File: config.mk
export PLATFORM = sky130hd
export DESIGN_NAME = uart_rx_fsm
export DESIGN_NICKNAME = d
export VERILOG_FILES = /design/src/rtl/uart_rx_pkg.sv /design/src/rtl/uart_rx_edge_bit_cnt.sv /design/src/rtl/uart_rx_fsm.sv
export SDC_FILE = /design/constraint.sdc
export NUM_CORES = 1
export LEC_CHECK = 0
export CAP_MARGIN = 15
export CORE_ASPECT_RATIO = 1.75
export CORE_MARGIN = 10
export CORE_UTILIZATION = 45
export DETAILED_ROUTE_END_ITERATION = 8
export PLACE_DENSITY = 0.68
export SYNTH_ARGS = -nofsm -noshare
export SYNTH_HDL_FRONTEND = slang
export SYNTH_HIERARCHICAL = 1
export SYNTH_SLANG_ARGS = --single-unit
File: constraint.sdc
create_clock -name CLK -period 4.85 [get_ports CLK]
set_input_delay 0.485 -clock CLK [delete_from_list [all_inputs] [get_ports CLK]]
set_output_delay 0.485 -clock CLK [all_outputs]
set_load 0.02 [all_outputs]
File: src/rtl/uart_rx_pkg.sv
// uart_rx_pkg: state encoding and constants shared by the UART receive frame controller.
package uart_rx_pkg;
    typedef enum logic [2:0] {
        ST_IDLE   = 3'd0,
        ST_START  = 3'd1,
        ST_DATA   = 3'd2,
        ST_PARITY = 3'd3,
        ST_STOP   = 3'd4
    } state_e;

    localparam logic [5:0] PRESC_8  = 6'd8;
    localparam logic [5:0] PRESC_16 = 6'd16;
    localparam logic [5:0] PRESC_32 = 6'd32;

    localparam logic PAR_EVEN = 1'b0;
    localparam logic PAR_ODD  = 1'b1;

    localparam int BIT_CNT_W = 4;

    function automatic logic parity_bit(input logic [7:0] d, input logic typ);
        return (typ == PAR_EVEN) ? ^d : ~^d;
    endfunction
endpackage

File: src/rtl/uart_rx_edge_bit_cnt.sv
// uart_rx_edge_bit_cnt: oversample edge counter and data bit counter for the RX frame FSM.
module uart_rx_edge_bit_cnt
    import uart_rx_pkg::*;
(
    input  logic                 clk_i,
    input  logic                 rst_ni,
    input  logic                 en_i,
    input  logic                 bit_en_i,
    input  logic [5:0]           prescale_i,
    output logic [4:0]           edge_cnt_o,
    output logic [BIT_CNT_W-1:0] bit_cnt_o,
    output logic                 wrap_o
);
    logic [4:0] edge_q, edge_d, last;
    logic [5:0] presc_m1;
    logic [BIT_CNT_W-1:0] bit_q, bit_d;

    always_comb begin
        presc_m1 = prescale_i - 6'd1;
        // Truncating to 5 bits keeps the wrap reachable for any prescale value.
        last = presc_m1[4:0];
        wrap_o = edge_q == last;
        edge_d = (en_i && !wrap_o) ? edge_q + 5'd1 : 5'd0;
        bit_d = !bit_en_i ? '0 : wrap_o ? bit_q + BIT_CNT_W'(1) : bit_q;
    end

    always_ff @(posedge clk_i or negedge rst_ni) begin
        if (!rst_ni) begin
            edge_q <= '0;
            bit_q  <= '0;
        end else begin
            edge_q <= edge_d;
            bit_q  <= bit_d;
        end
    end

    assign edge_cnt_o = edge_q;
    assign bit_cnt_o  = bit_q;
endmodule

File: src/rtl/uart_rx_fsm.sv
// uart_rx_fsm: UART receive frame controller; detects start, deserializes LSB-first,
// and checks parity and stop using the external 3-sample majority sampler.
module uart_rx_fsm
    import uart_rx_pkg::*;
#(
    parameter int DATA_WIDTH = 8
) (
    input  logic                  CLK,
    input  logic                  RST,
    input  logic                  RX_IN,
    input  logic [5:0]            Prescale,
    input  logic                  PAR_EN,
    input  logic                  PAR_TYP,
    input  logic                  sampled_bit,
    input  logic                  sampling_done,
    output logic                  data_samp_en,
    output logic [4:0]            edge_cnt,
    output logic [5:0]            samp_prescale,
    output logic [DATA_WIDTH-1:0] P_DATA,
    output logic                  data_valid,
    output logic                  par_err,
    output logic                  stp_err,
    output logic                  busy
);
    localparam logic [BIT_CNT_W-1:0] LAST_BIT = BIT_CNT_W'(DATA_WIDTH - 1);

    state_e state_q, state_d;
    logic [DATA_WIDTH-1:0] shift_q, shift_d, pdata_q, pdata_d;
    logic [5:0] presc_q, presc_d;
    logic par_en_q, par_en_d, par_typ_q, par_typ_d;
    logic par_mis_q, par_mis_d, stop_bad_q, stop_bad_d;
    logic [BIT_CNT_W-1:0] bit_cnt;
    logic wrap, frame_end, start, cnt_en;

    uart_rx_edge_bit_cnt u_cnt (
        .clk_i      (CLK),
        .rst_ni     (RST),
        .en_i       (cnt_en),
        .bit_en_i   (state_q == ST_DATA),
        .prescale_i (presc_q),
        .edge_cnt_o (edge_cnt),
        .bit_cnt_o  (bit_cnt),
        .wrap_o     (wrap)
    );

    always_comb begin
        frame_end = state_q == ST_STOP && wrap;
        // A low line in the frame-end cycle chains straight into the next start bit.
        start = !RX_IN && (state_q == ST_IDLE || frame_end);
        state_d = state_q;
        case (state_q)
            ST_IDLE:   state_d = start ? ST_START : ST_IDLE;
            ST_START:  state_d = (sampling_done && sampled_bit) ? ST_IDLE : wrap ? ST_DATA : ST_START;
            ST_DATA:   state_d = (wrap && bit_cnt == LAST_BIT) ? (par_en_q ? ST_PARITY : ST_STOP) : ST_DATA;
            ST_PARITY: state_d = wrap ? ST_STOP : ST_PARITY;
            ST_STOP:   state_d = wrap ? (start ? ST_START : ST_IDLE) : ST_STOP;
            default:   state_d = ST_IDLE;
        endcase
        cnt_en = state_q != ST_IDLE && state_d != ST_IDLE;
        presc_d = start ? Prescale : presc_q;
        par_en_d = start ? PAR_EN : par_en_q;
        par_typ_d = start ? PAR_TYP : par_typ_q;
        shift_d = (state_q == ST_DATA && sampling_done) ? {sampled_bit, shift_q[DATA_WIDTH-1:1]} : shift_q;
        par_mis_d = start ? 1'b0 :
                    (state_q == ST_PARITY && sampling_done) ? sampled_bit ^ parity_bit(8'(shift_q), par_typ_q) :
                    par_mis_q;
        stop_bad_d = start ? 1'b0 : (state_q == ST_STOP && sampling_done) ? ~sampled_bit : stop_bad_q;
        data_valid = frame_end && !par_mis_q && !stop_bad_q;
        par_err = frame_end && par_mis_q;
        stp_err = frame_end && stop_bad_q;
        pdata_d = data_valid ? shift_q : pdata_q;
    end

    always_ff @(posedge CLK or negedge RST) begin
        if (!RST) begin
            state_q    <= ST_IDLE;
            shift_q    <= '0;
            pdata_q    <= '0;
            presc_q    <= PRESC_8;
            par_en_q   <= 1'b0;
            par_typ_q  <= 1'b0;
            par_mis_q  <= 1'b0;
            stop_bad_q <= 1'b0;
        end else begin
            state_q    <= state_d;
            shift_q    <= shift_d;
            pdata_q    <= pdata_d;
            presc_q    <= presc_d;
            par_en_q   <= par_en_d;
            par_typ_q  <= par_typ_d;
            par_mis_q  <= par_mis_d;
            stop_bad_q <= stop_bad_d;
        end
    end

    assign busy          = state_q != ST_IDLE;
    assign data_samp_en  = busy;
    assign samp_prescale = presc_q;
    assign P_DATA        = pdata_q;
endmodule

* After elaboration in Yosys (flattened, before gate mapping) *
Index checks and enable logic that the tools add are counted.

word-level totals
  input bits = 13
  bits in read-only memories = 0
  word-level logic and storage cells = 63
  RAM bits = 0
  bits in latches = 0
  output and inout port bits = 24
  register bits after elaboration = 38
  memories kept = 0

cells by class
  reductions and logical operators = 25
  bitwise logic cells = 2
  mux-type cells = 16
  multiply operators = 0
  eq/ne operators = 7
  add/subtract/negate cells = 3
  shift-type cells = 0
  magnitude comparators = 0
  divide/modulo/power cells = 0

operators with widths
  kind                                                 number
  case mux 3 bit (5 select lines)                      1
  logical AND 1 bit                                    13
  two-way mux 3 bit                                    4
  two-way mux 4 bit                                    2
  XNOR reduction 8 bit                                 1
  XOR reduction 8 bit                                  1
  equality test 3 x 2 -> 1 bit, second input constant  2
  two-way mux 1 bit                                    6
  nonzero test 3 bit                                   2
  adder 5 x 1 -> 5 bit, second input constant          1
  equality test 5 bit                                  1
  two-way mux 5 bit                                    1
  subtractor 5 x 1 -> 5 bit, second input constant     1
  adder 4 x 1 -> 4 bit, second input constant          1
  equality test 4 x 3 -> 1 bit, second input constant  1
  logical NOT 1 bit                                    4
  two-way mux 2 bit                                    2
  nonzero test 2 bit                                   2
  equality test 3 x 1 -> 1 bit, second input constant  1
  equality test 3 bit, second input constant           1
  logical NOT 3 bit                                    1
  != test 2 bit, second input constant                 1
  logical OR 1 bit                                     1
  inverter 1 bit                                       1
  bitwise XOR 1 bit                                    1

* Logic depth before layout (Yosys ltp) *
  depth after elaboration = 12
  depth in mapped cells = 12
  depth with buffers taken out = 11

* Modules after synthesis *
The synthesis kept the hierarchy.

by module, submodules not included
  module                cells each  sequential area each (µm²)  times used  area an instance (µm²)
  uart_rx_fsm           106         726.9                       1           1410.1
  uart_rx_edge_bit_cnt  54          225.2                       1           560.5

* Worst setup path after synthesis *
Ideal clock, no wire load.

  path type = reg2reg
  start point = register presc_q[0] (netlist: samp_prescale[0])
  end point = register state_q[1]
  path buffers = 1
  setup slack = 2.412 ns
  setup time = 0.121 ns
  clock period less this slack = 2.438 ns
  data arrival time = 2.317 ns
  cell stages (with the launch flop) = 12
  required time = 4.729 ns
  path through = dfrtp_1 > inv_1 > ha_1 > xnor2_1 > a211oi_2 > o211ai_2 > inv_1 > buf_4 > nand3_2 > or4_4 > a31oi_1 > nor2_1

between the ends
  cells in the longest elaborated chain, start to end = 5
  elaborated cells on any way between the ends = 8
  classes of those cells = add/sub (1); eq/ne (1); mux (5); reduce/logical (1)

ends and longest elaborated chain
  element                                                        line                                  text
  start: declaration                                             uart_rx_fsm.sv:29                     logic [5:0] presc_q, presc_d;
  start signal: assignment                                       uart_rx_fsm.sv:88                     presc_q <= presc_d;
  subtractor 5 x 1 -> 5 bit *                                    uart_rx_edge_bit_cnt.sv:19            presc_m1 = prescale_i - 6'd1;
  equality test 5 bit *                                          uart_rx_edge_bit_cnt.sv:22            wrap_o = edge_q == last;
  named net wrap                                                 uart_rx_fsm.sv:33                     logic wrap, frame_end, start, cnt_en;
  two-way mux 2 bit / logical AND 1 bit (equally long branches)  uart_rx_fsm.sv:53, uart_rx_fsm.sv:54
  two-way mux 2 bit / two-way mux 3 bit (equally long branches)  uart_rx_fsm.sv:53, uart_rx_fsm.sv:54
  case mux 3 bit (5 select lines) *                              uart_rx_fsm.sv:51                     case (state_q)
  named net state_d[1]                                           uart_rx_fsm.sv:27                     state_e state_q, state_d;
  end signal: assignment                                         uart_rx_fsm.sv:85                     state_q <= state_d;
  end: declaration                                               uart_rx_fsm.sv:27

The timed path passes the listed nets; every way through them passes the cells marked *.
A chain may end at the register's enable or synchronous reset.

* Final worst setup path *
  start point = register presc_q[0] (netlist: samp_prescale[0])
  end point = output port data_valid

between the ends
  cells in the longest elaborated chain, start to end = 5

ends and longest elaborated chain
  element                         line                        text
  subtractor 5 x 1 -> 5 bit       uart_rx_edge_bit_cnt.sv:19
  equality test 5 bit             uart_rx_edge_bit_cnt.sv:22
  named net wrap                  uart_rx_fsm.sv:33
  logical AND 1 bit               uart_rx_fsm.sv:47           frame_end = state_q == ST_STOP && wrap;
  logical AND 1 bit (2 in a row)  uart_rx_fsm.sv:68           data_valid = frame_end && !par_mis_q && !stop_bad_q;
  end: declaration                uart_rx_fsm.sv:20           output logic data_valid,

The timed path passes the listed nets, and every way through them passes these cells.

==> reports/results.ini <==
[run_status]
status = completed

[pwr]
powerDensity_nw_per_um2 = 584
ir_drop_v = 0.000364
leakagePower_uw = 0.00107

[sta]
final_max_slew_viol_count = 0
max_slew_margin_pct = 34.7
tightest_slew_ns = 0.974
fin_worst_skew_ns = 0.00360
rsz0062_at_grt = no
setup_violations = 0
fin_crit_ns = 3.27
fin_ws_ns = 1.58
post-route-period-util_pct = 67.5
fmax_mhz = 305
hold_violations = 0
setup-tns-final_ns = 0

[synth]
synth_edf_count = 0
synth_top_area_share_pct = 47.0
ys.flop_type = dfrtp_1
synth_most_common_cell = dfrtp_1
syn-num-nets = 176
ys_types = 44
yosys_warnings = 6
ys_ff_latch = 38
avgSynthCellArea_um2 = 12.3
netlist_instances = 160
async_reset_ff_share_pct = 100
syn_area_um2 = 1970
yosys-top-cells-area = dfrtp_1, mux2_2, mux2_4
yosysSeqAreaShare_pct = 48.3
synth_area_leader_cell = dfrtp_1
synthTopCellsByCount = dfrtp_1, mux2_2, xnor2_1

[cells_and_area]
drive_gt1_share_pct = 20.6
area_growth_pct = 23.5
final_core_util_pct = 58.1
insertedDiodeCount = 0
fin_nets = 214
final_cells = 248

[critical_path]
path_class = reg -> out
critPathRequiredTime_ns = 4.37
crit_arrival_ns = 2.79
cp-end-kind = primary output
crit_path_max_fanout = 10
startpoint_type = register

[clock_network]
cts.sinks = 38
clk_path_buf_depth = 2
postCtsResizedCells = 0
cts_tree = done
cts_buffers = 5
cts.clk_slew.worst_paths_ns = 0.07
clk_latency_ns = 0.29
h-tree-depth = 2
cts_hold_buf = 0
clock-root-buffer = clkbuf_8
postCtsSetupBuffers = 0

[detailed_routing]
wl_per_cell_um = 16.7
final_antenna_net_count = 0
wl_met3_um = 283
top_layer = met4
vias = 1319
finalWirelength_um = 4150
dr.pass1.iters = 4
drt-met1-wl_um = 1600
route.met2.wl_um = 2160
post-route-drc-count = 0
vias_per_cell = 5.32
drtIter0Drc = 74

[place]
io_buffers = 36
dp.cells = 240
dp_hpwl_um = 3140
place_congestion = 0.857
dp_slack_ns = 1.87

[die]
coreArea_um2 = 4190
die_width_um = 70.0
start_util_pct = 47.0
die_y_um = 108
dieArea_um2 = 7530
ios = 37
rows = 31

[grt]
gr-usage-all-layers_pct = 11.4
overflow = 0
antenna_found_initial = 0
grt_pass1_vias = 1407
grt_max_degree = 39
grt_pass1_wl_um = 7090

[flow_run]
drv_cap = 0

[hold_path]
min_path_type = reg -> reg

stage by stage:
stage	power (uW)	hold slack, ns	cell area (um^2)
after global placement	1190	0.488	2340
after CTS	1440	0.514	2430
final	1420	0.509	2430
after global routing	1520	0.528	2430
after detailed placement	1210	0.498	2340
after floorplan	1030	0.189	1970
per-layer routing:
metal,track usage [%],up-vias
met5,0,-
met4,5.95,0
met3,4.16,9
met2,19.9,45
met1,11.7,647
li1,-,618
state kept, by name, indices dropped and copies added (netlist names), 3 cells and up:
signal	cells
u_cnt/edge_cnt_o	5
state_q	3
samp_prescale	6
u_cnt/bit_cnt_o	4
shift_q	8
P_DATA	8
power breakdown:
group	internal, uW	switching, uW
Sequential	415	127
Combinational	365	289
Clock	116	108
Total	896	525
layout make-up:
cell class                 count  area [um^2]
fill                         364         1760
sequential                    38          952
multi-input combinational    109          936
timing repair buffer          37          368
clock buffer                   8         90.1
tap                           49         61.3
inverter                       7         26.3
worst max-delay path, cell delays in order, from the launching register on:
cell and delay (ns):
dfrtp_1 0.42, inv_1 0.07, ha_1 0.22, nand4bb_4 0.12, a211oi_2 0.25, o211ai_2 0.23, inv_1 0.29, nand3_4 0.20
inv_1 0.09, clkdlybuf4s50_1 0.60
layout by cell type (no fill, tap or decap), drive strengths merged:
cell / netlist / layout
a21o: 1 / 1
nand2: 9 / 9
dfrtp: 37 / 37
xnor3: 1 / 1
and2: 2 / 2
ha: 3 / 3
o2111ai: 1 / 1
clkdlybuf4s50: 0 / 36
or4: 1 / 1
a31oi: 1 / 1
o21bai: 1 / 1
o21ai: 6 / 6
a21boi: 4 / 4
or2: 1 / 1
xor2: 6 / 6
a211oi: 1 / 1
dfstp: 1 / 1
or3: 3 / 3
and3: 3 / 3
a21oi: 3 / 3
xnor2: 11 / 11
nor3: 2 / 2
nand3b: 1 / 1
inv: 7 / 7
clkbuf: 0 / 8
nand3: 8 / 8
nor3b: 2 / 2
nand2b: 3 / 3
o211ai: 1 / 1
buf: 6 / 1
nand4bb: 1 / 1
mux2: 24 / 24
nor2: 9 / 9
final timing paths:
path                             startpoint                   to  slack (ns)  cells after the start
max in group asynchronous               RST     samp_prescale[3]        3.87                      2
max reg2reg                samp_prescale[0]     samp_prescale[4]        2.00                      7
min reg2reg                       P_DATA[5]            P_DATA[5]        0.51                      1
max                        samp_prescale[0]           data_valid        1.58                      9
min in group asynchronous               RST  u_cnt/edge_cnt_o[2]        0.61                      2
min                               P_DATA[5]            P_DATA[5]        0.51                      1
cells by family (layout without fill, tap and decap cells):
group	after synthesis	in the layout	synth area share, %
AOI/OAI and AO/OA	19	19	6.60
xor gates and xnor gates	18	18	8.70
adders and majority gates	3	3	1.90
buffers and inverters	13	52	4.19
DFF	38	38	48.3
muxes	24	24	15.2
and+or+nand+nor	45	45	15.0
Note: power is estimated with default switching activity, not from simulation.
